`src/rtl/ex_mem_pkg.sv`:
```
// ex_mem_pkg: shared types for the EX->MEM pipeline register.
//   ex_mem_ctrl_t   : control bits travelling with each bundle
//   ex_mem_bundle_t : full bundle layout at the default core widths
//   ex_mem_state_t  : occupancy state of the stage (EMPTY / MAIN / FULL)
// The top module packs the bundle into a flat vector sized from its own
// parameters. The packed field order matches ex_mem_bundle_t.
package ex_mem_pkg;

  localparam int CTRL_W = 5;

  // Bit positions inside the 5-bit control word {reg_wr, rd_src, dm2reg, dm_rd, dm_wr}
  localparam int CTRL_REG_WR = 4;
  localparam int CTRL_RD_SRC = 3;
  localparam int CTRL_DM2REG = 2;

  localparam int DEF_DATA_W = 32;
  localparam int DEF_ADDR_W = 32;
  localparam int DEF_REG_W  = 5;
  localparam int DEF_TYPE_W = 3;

  typedef struct packed {
    logic reg_wr;
    logic rd_src;
    logic dm2reg;
    logic dm_rd;
    logic dm_wr;
  } ex_mem_ctrl_t;

  typedef struct packed {
    logic [DEF_TYPE_W-1:0] datatype;
    logic [DEF_DATA_W-1:0] aluout;
    logic [DEF_DATA_W-1:0] dm_data;
    logic [DEF_ADDR_W-1:0] pc2reg;
    logic [DEF_REG_W-1:0]  rd_addr;
    ex_mem_ctrl_t          ctrl;
  } ex_mem_bundle_t;

  typedef enum logic [1:0] {
    ST_EMPTY = 2'd0,
    ST_MAIN  = 2'd1,
    ST_FULL  = 2'd2
  } ex_mem_state_t;

endpackage

```
`src/rtl/ex_mem_skid_buf.sv`:
```
// ex_mem_skid_buf: generic payload holding register for the skid entry.
//   clk, rstn : clock, asynchronous active-low reset (payload resets to 0)
//   load      : capture d on the next rising edge
//   d         : incoming payload
//   q         : held payload
// Occupancy (skid valid) is tracked by the owning stage, not here.
module ex_mem_skid_buf #(
  parameter int WIDTH = 8
) (
  input  logic             clk,
  input  logic             rstn,
  input  logic             load,
  input  logic [WIDTH-1:0] d,
  output logic [WIDTH-1:0] q
);

  always_ff @(posedge clk or negedge rstn) begin
    if (!rstn) begin
      q <= '0;
    end else if (load) begin
      q <= d;
    end
  end

endmodule

```
`src/rtl/ex_mem_pipe_stage.sv`:
```
// ex_mem_pipe_stage: EX->MEM pipeline register with a 1-entry skid buffer.
//   clk, rstn          : core clock, asynchronous active-low reset
//   flush              : drop every held bundle (mispredict / trap)
//   s_valid/s_ready    : EX-side handshake; s_* carry the bundle from EX
//   m_valid/m_ready    : MEM-side handshake; m_* carry the registered bundle
//   fwd_en/fwd_rd_addr/fwd_data : forwarding tap from the main register
//   load_use           : main register holds a load with a non-zero destination
//   dbg_state          : current occupancy state (ex_mem_state_t encoding)
//
// Handshake: a bundle moves when valid and ready are both high at a rising
// edge. A producer keeps valid and payload steady until it is accepted. With
// the skid present, s_ready comes straight from the state flop and never
// looks at m_ready. Without the skid, s_ready = !m_valid | m_ready.
module ex_mem_pipe_stage
  import ex_mem_pkg::*;
#(
  parameter int DATA_W  = 32,
  parameter int ADDR_W  = 32,
  parameter int REG_W   = 5,
  parameter int TYPE_W  = 3,
  parameter int SKID_EN = 1
) (
  input  logic              clk,
  input  logic              rstn,
  input  logic              flush,
  input  logic              s_valid,
  output logic              s_ready,
  input  logic [TYPE_W-1:0] s_datatype,
  input  logic [DATA_W-1:0] s_aluout,
  input  logic [DATA_W-1:0] s_dm_data,
  input  logic [ADDR_W-1:0] s_pc2reg,
  input  logic [REG_W-1:0]  s_rd_addr,
  input  logic [CTRL_W-1:0] s_ctrl,
  output logic              m_valid,
  input  logic              m_ready,
  output logic [TYPE_W-1:0] m_datatype,
  output logic [DATA_W-1:0] m_aluout,
  output logic [DATA_W-1:0] m_dm_data,
  output logic [ADDR_W-1:0] m_pc2reg,
  output logic [REG_W-1:0]  m_rd_addr,
  output logic [CTRL_W-1:0] m_ctrl,
  output logic              fwd_en,
  output logic [REG_W-1:0]  fwd_rd_addr,
  output logic [DATA_W-1:0] fwd_data,
  output logic              load_use,
  output logic [1:0]        dbg_state
);

  localparam int PAY_W = TYPE_W + 2 * DATA_W + ADDR_W + REG_W + CTRL_W;

  ex_mem_state_t    state_q, state_d;
  logic [PAY_W-1:0] s_pay, main_q, skid_q;
  logic             in_fire, out_fire;
  logic             main_load, main_sel_skid, skid_load;

  assign s_pay    = {s_datatype, s_aluout, s_dm_data, s_pc2reg, s_rd_addr, s_ctrl};
  assign m_valid  = (state_q != ST_EMPTY);
  assign in_fire  = s_valid & s_ready;
  assign out_fire = m_valid & m_ready;

  generate
    if (SKID_EN != 0) begin : g_ready_reg
      assign s_ready = (state_q != ST_FULL);
    end else begin : g_ready_comb
      assign s_ready = !m_valid || m_ready;
    end
  endgenerate

  always_ff @(posedge clk or negedge rstn) begin
    if (!rstn) begin
      state_q <= ST_EMPTY;
    end else begin
      state_q <= state_d;
    end
  end

  always_comb begin
    state_d       = state_q;
    main_load     = 1'b0;
    main_sel_skid = 1'b0;
    skid_load     = 1'b0;
    case (state_q)
      ST_EMPTY: begin
        if (in_fire) begin
          state_d   = ST_MAIN;
          main_load = 1'b1;
        end
      end
      ST_MAIN: begin
        if (in_fire && out_fire) begin
          main_load = 1'b1;
        end else if (in_fire && (SKID_EN != 0)) begin
          state_d   = ST_FULL;
          skid_load = 1'b1;
        end else if (out_fire) begin
          state_d = ST_EMPTY;
        end
      end
      ST_FULL: begin
        // The older skid entry always reaches main before anything newer.
        if (out_fire) begin
          state_d       = ST_MAIN;
          main_load     = 1'b1;
          main_sel_skid = 1'b1;
        end
      end
      default: state_d = ST_EMPTY;
    endcase
    // Flush wins over a simultaneous accept. Payload registers keep their
    // contents, but no new bundle is captured.
    if (flush) begin
      state_d   = ST_EMPTY;
      main_load = 1'b0;
      skid_load = 1'b0;
    end
  end

  always_ff @(posedge clk or negedge rstn) begin
    if (!rstn) begin
      main_q <= '0;
    end else if (main_load) begin
      main_q <= main_sel_skid ? skid_q : s_pay;
    end
  end

  generate
    if (SKID_EN != 0) begin : g_skid
      ex_mem_skid_buf #(.WIDTH(PAY_W)) u_skid (
        .clk  (clk),
        .rstn (rstn),
        .load (skid_load),
        .d    (s_pay),
        .q    (skid_q)
      );
    end else begin : g_no_skid
      assign skid_q = '0;
    end
  endgenerate

  assign {m_datatype, m_aluout, m_dm_data, m_pc2reg, m_rd_addr, m_ctrl} = main_q;
  assign dbg_state = state_q;

  // The link value is zero-extended or truncated to the data width.
  logic [DATA_W-1:0] pc_fit;
  generate
    if (ADDR_W >= DATA_W) begin : g_pc_trunc
      assign pc_fit = m_pc2reg[DATA_W-1:0];
    end else begin : g_pc_zext
      assign pc_fit = {{(DATA_W - ADDR_W){1'b0}}, m_pc2reg};
    end
  endgenerate

  // x0 never forwards and never causes a load-use stall. The bundle itself
  // still passes through unchanged.
  assign fwd_en      = m_valid && m_ctrl[CTRL_REG_WR] && (m_rd_addr != '0) && !m_ctrl[CTRL_DM2REG];
  assign load_use    = m_valid && m_ctrl[CTRL_DM2REG] && (m_rd_addr != '0);
  assign fwd_rd_addr = m_rd_addr;
  assign fwd_data    = m_ctrl[CTRL_RD_SRC] ? pc_fit : m_aluout;

endmodule

```
`config.mk`:
```
export PLATFORM = sky130hd
export DESIGN_NAME = ex_mem_pipe_stage
export DESIGN_NICKNAME = d
export VERILOG_FILES = /design/src/rtl/ex_mem_pkg.sv /design/src/rtl/ex_mem_skid_buf.sv /design/src/rtl/ex_mem_pipe_stage.sv
export SDC_FILE = /design/constraint.sdc
export NUM_CORES = 1
export LEC_CHECK = 0
export BUFFER_PORTS_ARGS = -buffer_cell sky130_fd_sc_hd__buf_4
export CAP_MARGIN = 10
export CORE_MARGIN = 3
export CORE_UTILIZATION = 40
export CTS_CLUSTER_SIZE = 14
export DETAILED_ROUTE_END_ITERATION = 8
export PLACE_DENSITY = 0.76
export SYNTH_ARGS = -nofsm -noshare
export SYNTH_HDL_FRONTEND = slang
export SYNTH_SLANG_ARGS = --single-unit
```
`constraint.sdc`:
```
create_clock -name clk -period 1.7 [get_ports clk]
set_input_delay 0.255 -clock clk [delete_from_list [all_inputs] [get_ports clk]]
set_output_delay 0.255 -clock clk [all_outputs]
set_load 0.02 [all_outputs]
```
# Yosys cells after proc, flatten, opt, wreduce, memory -nomap -nowiden

Cells that the tools add are included.

Flip-flop bits (word level): 220
Word-level logic and storage cells: 41

Reductions and logical operators: 11
Bitwise gates (word level): 2
Equality and inequality tests: 7
Muxes and demuxes: 18

Operator list:

| cell               | number |
|---|---|
| $mux 109           | 1 |
| $mux 32            | 1 |
| $mux 2             | 6 |
| $ne 3x3->1 const B | 3 |
| $mux 1             | 8 |
| $logic_and 1x1->1  | 6 |
| $pmux 2 s3         | 1 |
| $reduce_bool 5->1  | 1 |
| $ne 4x4->1 const B | 1 |
| $reduce_and 4->1   | 1 |
| $pmux 1 s3         | 1 |
| $and 1x1->1        | 2 |
| $eq 2x1->1 const B | 1 |
| $eq 2x2->1 const B | 1 |
| $logic_not 2->1    | 1 |
| $ne 2x2->1 const B | 1 |
| $reduce_bool 2->1  | 1 |
| $logic_not 1->1    | 1 |

# Longest topological paths before layout

Gate-level depths: netlist of run 1.

Depth in word-level cells: 7
Mapped depth: 6

# Hierarchy

From an unflattened synthesis of run 1, not the netlist that was laid out.

Cells, all modules: 643
Area, all modules: 10088.4 um^2

By module, submodules not included:

| module            | area an instance (um^2) | instances | cells each |
|---|---|---|---|
| ex_mem_pipe_stage | 6017.0                  | 1         | 413 |
| ex_mem_skid_buf   | 4071.4                  | 1         | 230 |

# Least setup slack after synthesis of run 1

OpenSTA, ideal clock, no wires.

Kind: reg2reg
Start: register state_q[0] (netlist: dbg_state[0])
End: register main_q[69]
Setup time: 125 ps
Cell stages (with the launch flop): 7
Path buffers: 3
Path slack: -100 ps
Data arrival time: 1675 ps
Path through: dfrtp_1 -> nand3b_1 -> buf_2 -> buf_6 -> buf_6 -> mux2_4 -> mux2_4

Longest elaborated chain between the ends: 6

RTL lines:

| element                                                | line                                             | text |
|---|---|---|
| start, declared                                        | ex_mem_pipe_stage.sv:51                          | `ex_mem_state_t state_q, state_d;` |
| start signal, assigned                                 | ex_mem_pipe_stage.sv:73                          | `state_q <= state_d;` |
| $ne 2x2->1 / $reduce_bool 2->1 (equally long branches) | ex_mem_pipe_stage.sv:63, ex_mem_pipe_stage.sv:57 |  |
| $and 1x1->1 (on tied branches)                         | ex_mem_pipe_stage.sv:58, ex_mem_pipe_stage.sv:59 |  |
| $logic_and 1x1->1                                      | ex_mem_pipe_stage.sv:90                          | `if (in_fire && out_fire) begin` |
| $mux 1                                                 | ex_mem_pipe_stage.sv:90                          |  |
| $pmux 1 s3                                             | ex_mem_pipe_stage.sv:82                          | `case (state_q)` |
| $mux 1                                                 | ex_mem_pipe_stage.sv:111                         | `if (flush) begin` |
| end signal, assigned                                   | ex_mem_pipe_stage.sv:122                         | `main_q <= main_sel_skid ? skid_q : s_pay;` |
| end, declared                                          | ex_mem_pipe_stage.sv:52                          | `logic [PAY_W-1:0] s_pay, main_q, skid_q;` |

Parallel ways exist; a longest one is shown, timed or not.
A chain may end at the register's enable or synchronous reset.

# Worst setup path in the final report of run 1

Start: register main_q[5]
End: output port fwd_en

Longest elaborated chain between the ends: 3

RTL lines:

| element                        | line                     | text |
|---|---|---|
| $reduce_bool 5->1              | ex_mem_pipe_stage.sv:155 | `assign fwd_en = m_valid && m_ctrl[CTRL_REG_WR] && (m_rd_addr != '0) && !m_ctrl[CTRL_DM2REG];` |
| $logic_and 1x1->1 (2 in a row) | ex_mem_pipe_stage.sv:155 |  |
| end, declared                  | ex_mem_pipe_stage.sv:42  | `output logic fwd_en,` |

No other way between the ends.

==> results.md, run 1 <==
Outcome:
- The run finished, with violations left.
- The final reports fail on setup timing.

CTS:
- In this run the number of H-tree levels came out at 1.
- TritonCTS built the clock tree.
- The latest clock arrival within the worst-skew pair is 510 ps.
- The deepest clock path buffer count is 3.
- Clock-pin slew was measured on the worst setup and hold paths at 60 ps.
- In this run, CTS created clock tree buffers numbering 24.
- The number of sinks driven by the clock tree is 220.
- In this run the clock root is driven by a sky130_fd_sc_hd__clkbuf_16.

Layout:
- The finished cells cover 16600 um2.
- The layout cell share with drive strength beyond 1 is 0.695.
- The number of fill cells in the layout is 1607.
- The growth of design area from synthesis to finish is 65.0%.
- In the final layout, flip-flops and latches occupy 5510 um2.
- The number of nets in the finished design is 1225.
- Summing all multi-input logic gate instances after layout gives 4800 um2.

Synthesis:
- After synthesis, the most frequently instantiated cells are 339 x sky130_fd_sc_hd__mux2_2, 220 x sky130_fd_sc_hd__dfrtp_1, 20 x sky130_fd_sc_hd__buf_2.
- The sequential element share of the synthesized area is 0.549.
- Ranked by total cell area, the synthesized netlist is headed by sky130_fd_sc_hd__dfrtp_1 55%, sky130_fd_sc_hd__mux2_2 38%, sky130_fd_sc_hd__mux2_4 2.7%, sky130_fd_sc_hd__buf_4 1.1%, sky130_fd_sc_hd__buf_2 1.0%.
- The synthesized net count is 757.
- After synthesis, the share of flip-flops with an asynchronous set or reset is 1.00.
- The total of warnings raised by yosys is 0.
- In this run, synthesis inferred 0 flip-flops with an integrated enable.
- After synthesis the netlist holds a flip-flop and latch count of 220.
- The share of synthesized area in the top cell type comes to 0.549.
- The most common cell in the synthesized netlist is sky130_fd_sc_hd__mux2_2.
- The largest area contributor in the synthesized netlist is sky130_fd_sc_hd__dfrtp_1.
- The main flop type after synthesis is sky130_fd_sc_hd__dfrtp_1.
- Averaged over all synthesized cells, the footprint is 15.6 um2.
- Synthesis instantiated 25 different standard cells from the library.
- The mapped cell area is 10000 um2.
- The gate count of the mapped netlist is 643.

STA:
- Across all setup checks in the final design, the least slack found is -373 ps.
- Setup violations remaining at the end of the flow were counted as 253.
- The number of hold-slack violations in the final timing report was 0.
- The peak clock frequency supported by timing is 0.482 GHz.
- The smallest clock period supported by the final layout is computed as 2070 ps.
- The relative slew slack is 0.740.
- The clock skew after layout is 23.4 ps.
- After routing, the total negative slack on setup checks comes to -40290 ps.
- The transition time at the pin with the least slew margin is 390 ps.
- Setup repair after global routing could not meet its margin everywhere.
- The final-report max-slew violation count is 0.
- The worst hold margin is 25.4 ps.
- The post-route clock period utilization is 1.22.

Detailed routing:
- The first detailed-routing pass took 4 iterations.
- The detail route stage leaves a number of antenna-violating nets equal to 0.
- In this run, the number of DRC markers left after iteration 0 of detailed routing was 314.
- The detailed-route vias per instance is 5.05.
- The total vias in the final route is 7349.
- For this run, design rule violations remaining after detail routing come to 0.
- In the final routed layout, each cell accounts on average for 21.4 um.
- After detailed routing, the total wire length is 31.1 mm.

Pwr:
- The sequential group share of total power is 0.383.
- The net switching fraction of the power is 0.292.
- The internal portion of the total power is 13.7 mW.
- Of the total power, the clock network draws 0.288.
- The power spent charging and discharging nets is 5.68 mW.
- Dividing total power by cell area gives a power density of 1170 nW/um2.
- VDD sags by at most 997 uV.
- In this run the static leakage power is 7.86 nW.
- The share of total power dissipated in combinational logic is 0.329.

Global routing:
- For this run the aggregate overflow at the end of global routing stands at 0.
- Entering global routing, the biggest net connects 46 pins.
- The number of antenna violations at the first check in global routing is 1.
- Across every metal layer, demand over resource in global routing totals 0.203.
- The number of global-route vias before repair is 7970.
- The first global-routing pass estimated 43.7 mm of wire.

Die:
- In this run the standard cell core region covers 24500 um2.
- From bottom edge to top edge, the die measures 164 um.
- The die covers 27000 um2.
- The horizontal extent of the die is 164 um.
- The initial utilization of the core area, before any placement, comes to 0.410.
- 266 I/O pins were placed.
- Row generation in the floorplan step produced 57 rows.

Critical path:
- The number of cell instances on the worst register-to-register path is 9.
- In this run the worst path has a maximum fanout of 2.
- The endpoint class of the critical path is an output port.
- The critical path buffer and inverter count is 1.
- The cell class contributing the biggest share of worst-path delay is simple AND/OR/NAND/NOR gates.
- On the worst path, the slowest cell contributes a delay of 540 ps.
- In this run the critical register-to-register path is launched from dbg_state[1].
- The standard cell with the maximum stage delay on the critical path is sky130_fd_sc_hd__or4_4.
- The category of the worst setup path launch point is a flop.
- The critical path goes through or4_4, o21ai_2, nor3b_1, buf_4.
- At the worst endpoint, the required time is 1440 ps.
- The critical path in this run is classified as reg2out.
- The reg-to-reg endpoint is main_q[32].
- Data on the critical path arrives at its endpoint at 1820 ps.
- In this run the register-to-register setup slack is -300 ps.

Place:
- In this run the cell area measured after placement is 12800 um2.
- The count of input and output buffers is 265.
- The detailed placer's ending HPWL is 16.6 mm.
- The placer congestion estimate is 0.770.

Hold path:
- The worst hold path begins at s_aluout[1].
- The min-delay analysis places its worst path in the category in2reg.
- The path with the worst hold slack has its endpoint at g_skid.u_skid.q[75].
- Along the worst hold path, the cell count comes to 2.

Run:
- Across the run, the number of max-cap violations was 0.
==> cell families after synthesis <==
kind of cell    count (synthesis)  share of synthesized area
buf+inv                        46                     0.0287
simple gates                   12                    0.00799
mux                           360                      0.411
flops                         220                      0.549
compound gates                  5                    0.00399
==> repair_timing <==
action | 4_1_cts | 5_1_grt
hold endpoints to repair | 153 | 0
pin swaps | 1 | 3
gates cloned | 14 | 19
resized for setup | 136 | 88
hold buffers | 111 | 0
buffers inserted | 24 | 15
endpoints found under the setup margin | 140 | 252
==> metal layers <==
layer / share of wire / global-route usage / vias to the layer above
li1: - / - / 3272
met1: 0.40 / 0.250 / 3766
met2: 0.51 / 0.363 / 238
met3: 0.055 / 0.0378 / 73
met4: 0.033 / 0.0584 / 0
met5: 0 / 0 / -
==> power groups by stage <==
stage	sequential (mW)	clock [mW]	combinational, mW
6_report	7.44	5.60	6.39
5_1_grt	7.61	5.95	6.75
4_1_cts	7.36	5.71	5.94
3_5_place_dp	7.42	0	5.08
3_3_place_gp	7.35	0	4.98
2_1_floorplan	7.88	0	2.31
==> placed cells by master (no fill, tap or decap), drive strengths merged <==
cell type	n
nand2	5
or2	1
nand4bb	1
dlygate4sd3	111
inv	1
o31ai	2
bufinv	3
or2b	1
dfrtp	220
diode	1
mux2	357
or3b	1
nand3b	1
o21ba	1
nor2	2
mux2i	3
or4	1
o21ai	1
a21oi	1
clkbuf	50
nor4b	1
buf	361
nor3b	1
clkinv	3
==> sequential cells by signal, indices dropped and copies added, names as in the netlist <==
| name | flops |
|---|---|
| dbg_state | 2 |
| g_skid.u_skid.q | 109 |
| main_q | 109 |
==> worst max path at each step <==
stage | from | to | slack (ps) | cells past startpoint
2_1_floorplan | dbg_state[0] | main_q[69] | -20 | 6
3_3_place_gp | dbg_state[1] | main_q[12] | -50 | 5
3_5_place_dp | dbg_state[1] | main_q[20] | -60 | 5
4_1_cts | main_q[5] | fwd_en | -370 | 4
5_1_grt | main_q[5] | fwd_en | -440 | 4
6_report | main_q[5] | fwd_en | -370 | 4
==> stage by stage <==
step / power (mW) / cells / setup slack, ps / util
5_1_grt: 20.3 / 1454 / -438 / 0.677
3_3_place_gp: 12.3 / 1235 / -49.0 / 0.522
4_1_cts: 19.0 / 1428 / -369 / 0.649
3_5_place_dp: 12.5 / 1235 / -56.2 / 0.522
2_1_floorplan: 10.2 / 643 / -23.7 / -
6_report: 19.4 / 1454 / -373 / 0.677
==> layout make-up <==
type / instances / share of cell area
Antenna cell: 1 / 0.000151
Clock buffer: 38 / 0.0456
Clock inverter: 6 / 0.00635
Inverter: 1 / 0.000227
Multi-Input combinational cell: 380 / 0.290
Sequential cell: 220 / 0.333
Tap cell: 324 / 0.0245
Timing Repair Buffer: 484 / 0.300
(Power assumes the default switching activity.)
==> run 2, diff against run 1 <==
CORE_MARGIN = 4   (was 3)
SLEW_MARGIN = 20   (was unset)
clock period = 1.9 ns   (was 1.7 ns; I/O delays follow)
==> results.md, run 2 (same netlist as run 1, synthesis figures left out) <==
Outcome:
- The run finished, with violations left.
- The final reports fail on setup timing.

Pwr:
- Summed over all cells, the static leakage comes to 6.55 nW.
- Power spread over the standard cell area amounts to 1130 nW/um2.
- Overall power consumption after layout is estimated at 16.0 mW.
- Across the VDD grid, the largest voltage drop is 707 uV.

Place:
- Routability-driven placement finished with a final weighted congestion of 0.747.
- The detailed placer's ending HPWL is 16.5 mm.
- The total placed instance area is 12600 um2.
- The count of buffers added on input and output ports is 265.
- Once placement completed, the tool counted placed cells totaling 1221.

STA:
- The number of hold-slack violations in the final timing report came to 0.
- The clock skew after layout is 6.81 ps.
- The worst pin sits at a relative slew slack of 0.686.
- The number of endpoints failing setup at the final stage is 31.
- Across all setup checks in the final design, the least slack found is -201 ps.
- Setup repair after global routing could not meet its margin everywhere.
- The summed negative setup slack over all endpoints is -1300 ps.
- After layout, the minimum clock period comes to 2100 ps.
- The transition time at the pin with the least slew margin is 471 ps.
- The worst hold margin is 25.8 ps.
- Derived from the worst setup path, the maximum achievable clock frequency is 0.476 GHz.
- The post-route clock period utilization is 1.11.
- The final-report max-slew violation count came to 0.

Detailed routing:
- In the final routed layout, each cell accounts on average for 18.5 um.
- The detailed-route vias per instance is 4.96.
- The final route contains 6514 vias.
- In this run the remaining antenna-violating nets after routing total 0.
- Summed over all layers, the routed wires come to 24.3 mm.
- The number of DRC markers in iteration 0 is 136.
- The count of TritonRoute iterations in the first routing pass is 4.
- The number of remaining DRC errors is 0.

CTS:
- Clock tree synthesis selected as its root buffer the cell sky130_fd_sc_hd__clkbuf_16.
- The number of levels in the clock H-tree is 1.
- The clock transition at the registers of the reported paths is 60 ps.
- The TritonCTS clock tree is done.
- At the later pin of the worst-skew pair, clock insertion delay measures 500 ps.
- The clock drives 220 sinks.
- The total clock buffers created by CTS is 24.
- The deepest clock path buffer count is 3.

Die:
- In this run the standard cell core region covers 24500 um2.
- The horizontal extent of the die is 166 um.
- The row count is 57.
- The area of the die is 27700 um2.
- For this configuration, the core starts out at a cell density of 0.410.
- From bottom edge to top edge, the die measures 166 um.
- The count of pins on the block boundary is 266.

Layout:
- The most frequent standard cell in the layout excluding fill and tap cells is sky130_fd_sc_hd__mux2_2.
- Fill cells in the final layout number 1952.
- The final instance area is 14100 um2.
- The growth of design area from synthesis to finish is 40.7%.
- The final antenna diode count is 0.
- The net count of the finished layout is 1085.
- The library cells used most frequently in the layout, excluding fill and tap cells, are 325 x sky130_fd_sc_hd__mux2_2, 253 x sky130_fd_sc_hd__buf_4, 219 x sky130_fd_sc_hd__dfrtp_1, 40 x sky130_fd_sc_hd__dlygate4sd3_1.
- The count of cells in the finished layout, fillers not included, comes to 1312.
- The layout cell share with drive strength beyond 1 is 0.720.

Critical path:
- Traced cell by cell, the critical path runs through or4_4, o21ai_2, nor3b_1, buf_4.
- Data on the critical path arrives at its endpoint at 1820 ps.
- The standard cell with the maximum stage delay on the critical path is sky130_fd_sc_hd__or4_4.
- The required arrival time at the worst endpoint is 1620 ps.
- The category of the critical setup timing path is reg2out.
- The category of the worst setup path launch point is a flop.
- In this design, the stage delay of the slowest critical-path cell is 530 ps.
- The endpoint class of the critical path is an output port.
- The largest fanout on the critical path is 2.

Global routing:
- The final global-route overflow total is 0.
- Entering global routing, the biggest net connects 64 pins.
- The number of global-route vias before repair is 7081.
- The first global-routing pass estimated 39.6 mm of wire.
- The number of antenna violations at the first check in global routing is 0.
- The aggregate global-route resource usage is 0.173.

Hold path:
- The classification of the worst-slack hold path is in2reg.

Run:
- The number of violations of the max-capacitance limit is 0.
-- run 2: cell types whose count changed in the layout (fill, tap and decap cells not counted), moves of 8 or more --
cell	before	now
sky130_fd_sc_hd__buf_12	27	19
sky130_fd_sc_hd__buf_16	12	2
sky130_fd_sc_hd__mux2_2	223	325
sky130_fd_sc_hd__buf_8	12	1
sky130_fd_sc_hd__clkbuf_16	37	25
sky130_fd_sc_hd__mux2_4	134	32
sky130_fd_sc_hd__dlygate4sd3_1	111	40
sky130_fd_sc_hd__buf_4	261	253
sky130_fd_sc_hd__buf_6	49	32
-- run 2: repair_timing --
action                                 4_1_cts  5_1_grt
setup buffers                                6        0
endpoints found under the hold margin       85        1
pin swaps                                    1        0
gates resized for setup                     53        7
hold buffers                                39        1
setup endpoints to repair                   34       34
gates cloned                                 4        0
-- run 2: layout make-up --
cell class                 count  area, um2  area share
clock buffer                  35        723      0.0513
clock inverter                 8       43.8     0.00310
inverter                       1       3.75    0.000266
multi-input combinational    377       4320       0.306
sequential                   220       5510       0.390
tap                          324        405      0.0287
timing repair buffer         347       3110       0.220
-- run 2: per-layer routing --
layer,track usage,up-vias,share of wire
met4,0.0416,0,0.026
met2,0.303,180,0.50
li1,-,2988,-
met1,0.212,3308,0.41
met3,0.0509,38,0.066
met5,0,-,0
-- run 2: worst paths after layout --
kind / startpoint / to / slack [ps] / cells after the start
worst max-delay path: main_q[8] / fwd_en / -200 / 4
worst min-delay path: s_dm_data[1] / g_skid.u_skid.q[43] / 30 / 2
worst max register to register: dbg_state[1] / main_q[22] / 60 / 4
worst min register to register: g_skid.u_skid.q[101] / g_skid.u_skid.q[101] / 500 / 1
max in group asynchronous: rstn / main_q[43] / 940 / 3
min in group asynchronous: rstn / g_skid.u_skid.q[89] / 310 / 2
-- run 2: per-stage QoR --
step	utilization	setup WS (ps)
after floorplan	-	100
after global routing	0.577	-271
after CTS	0.578	-260
final	0.577	-201
after global placement	0.515	134
after detailed placement	0.515	104
-- run 2: power breakdown --
group | internal (mW) | total (mW) | switching (mW)
clock network | 2.63 | 4.47 | 1.84
logic | 2.81 | 4.98 | 2.18
registers | 5.86 | 6.56 | 0.708
total | 11.3 | 16.0 | 4.72
-- run 2: critical path, delay by kind of cell, from the launching register on --
family          cells  cell delay [ps]
flops               1              400
simple gates        2              610
buf+inv             1              160
compound gates      1              150
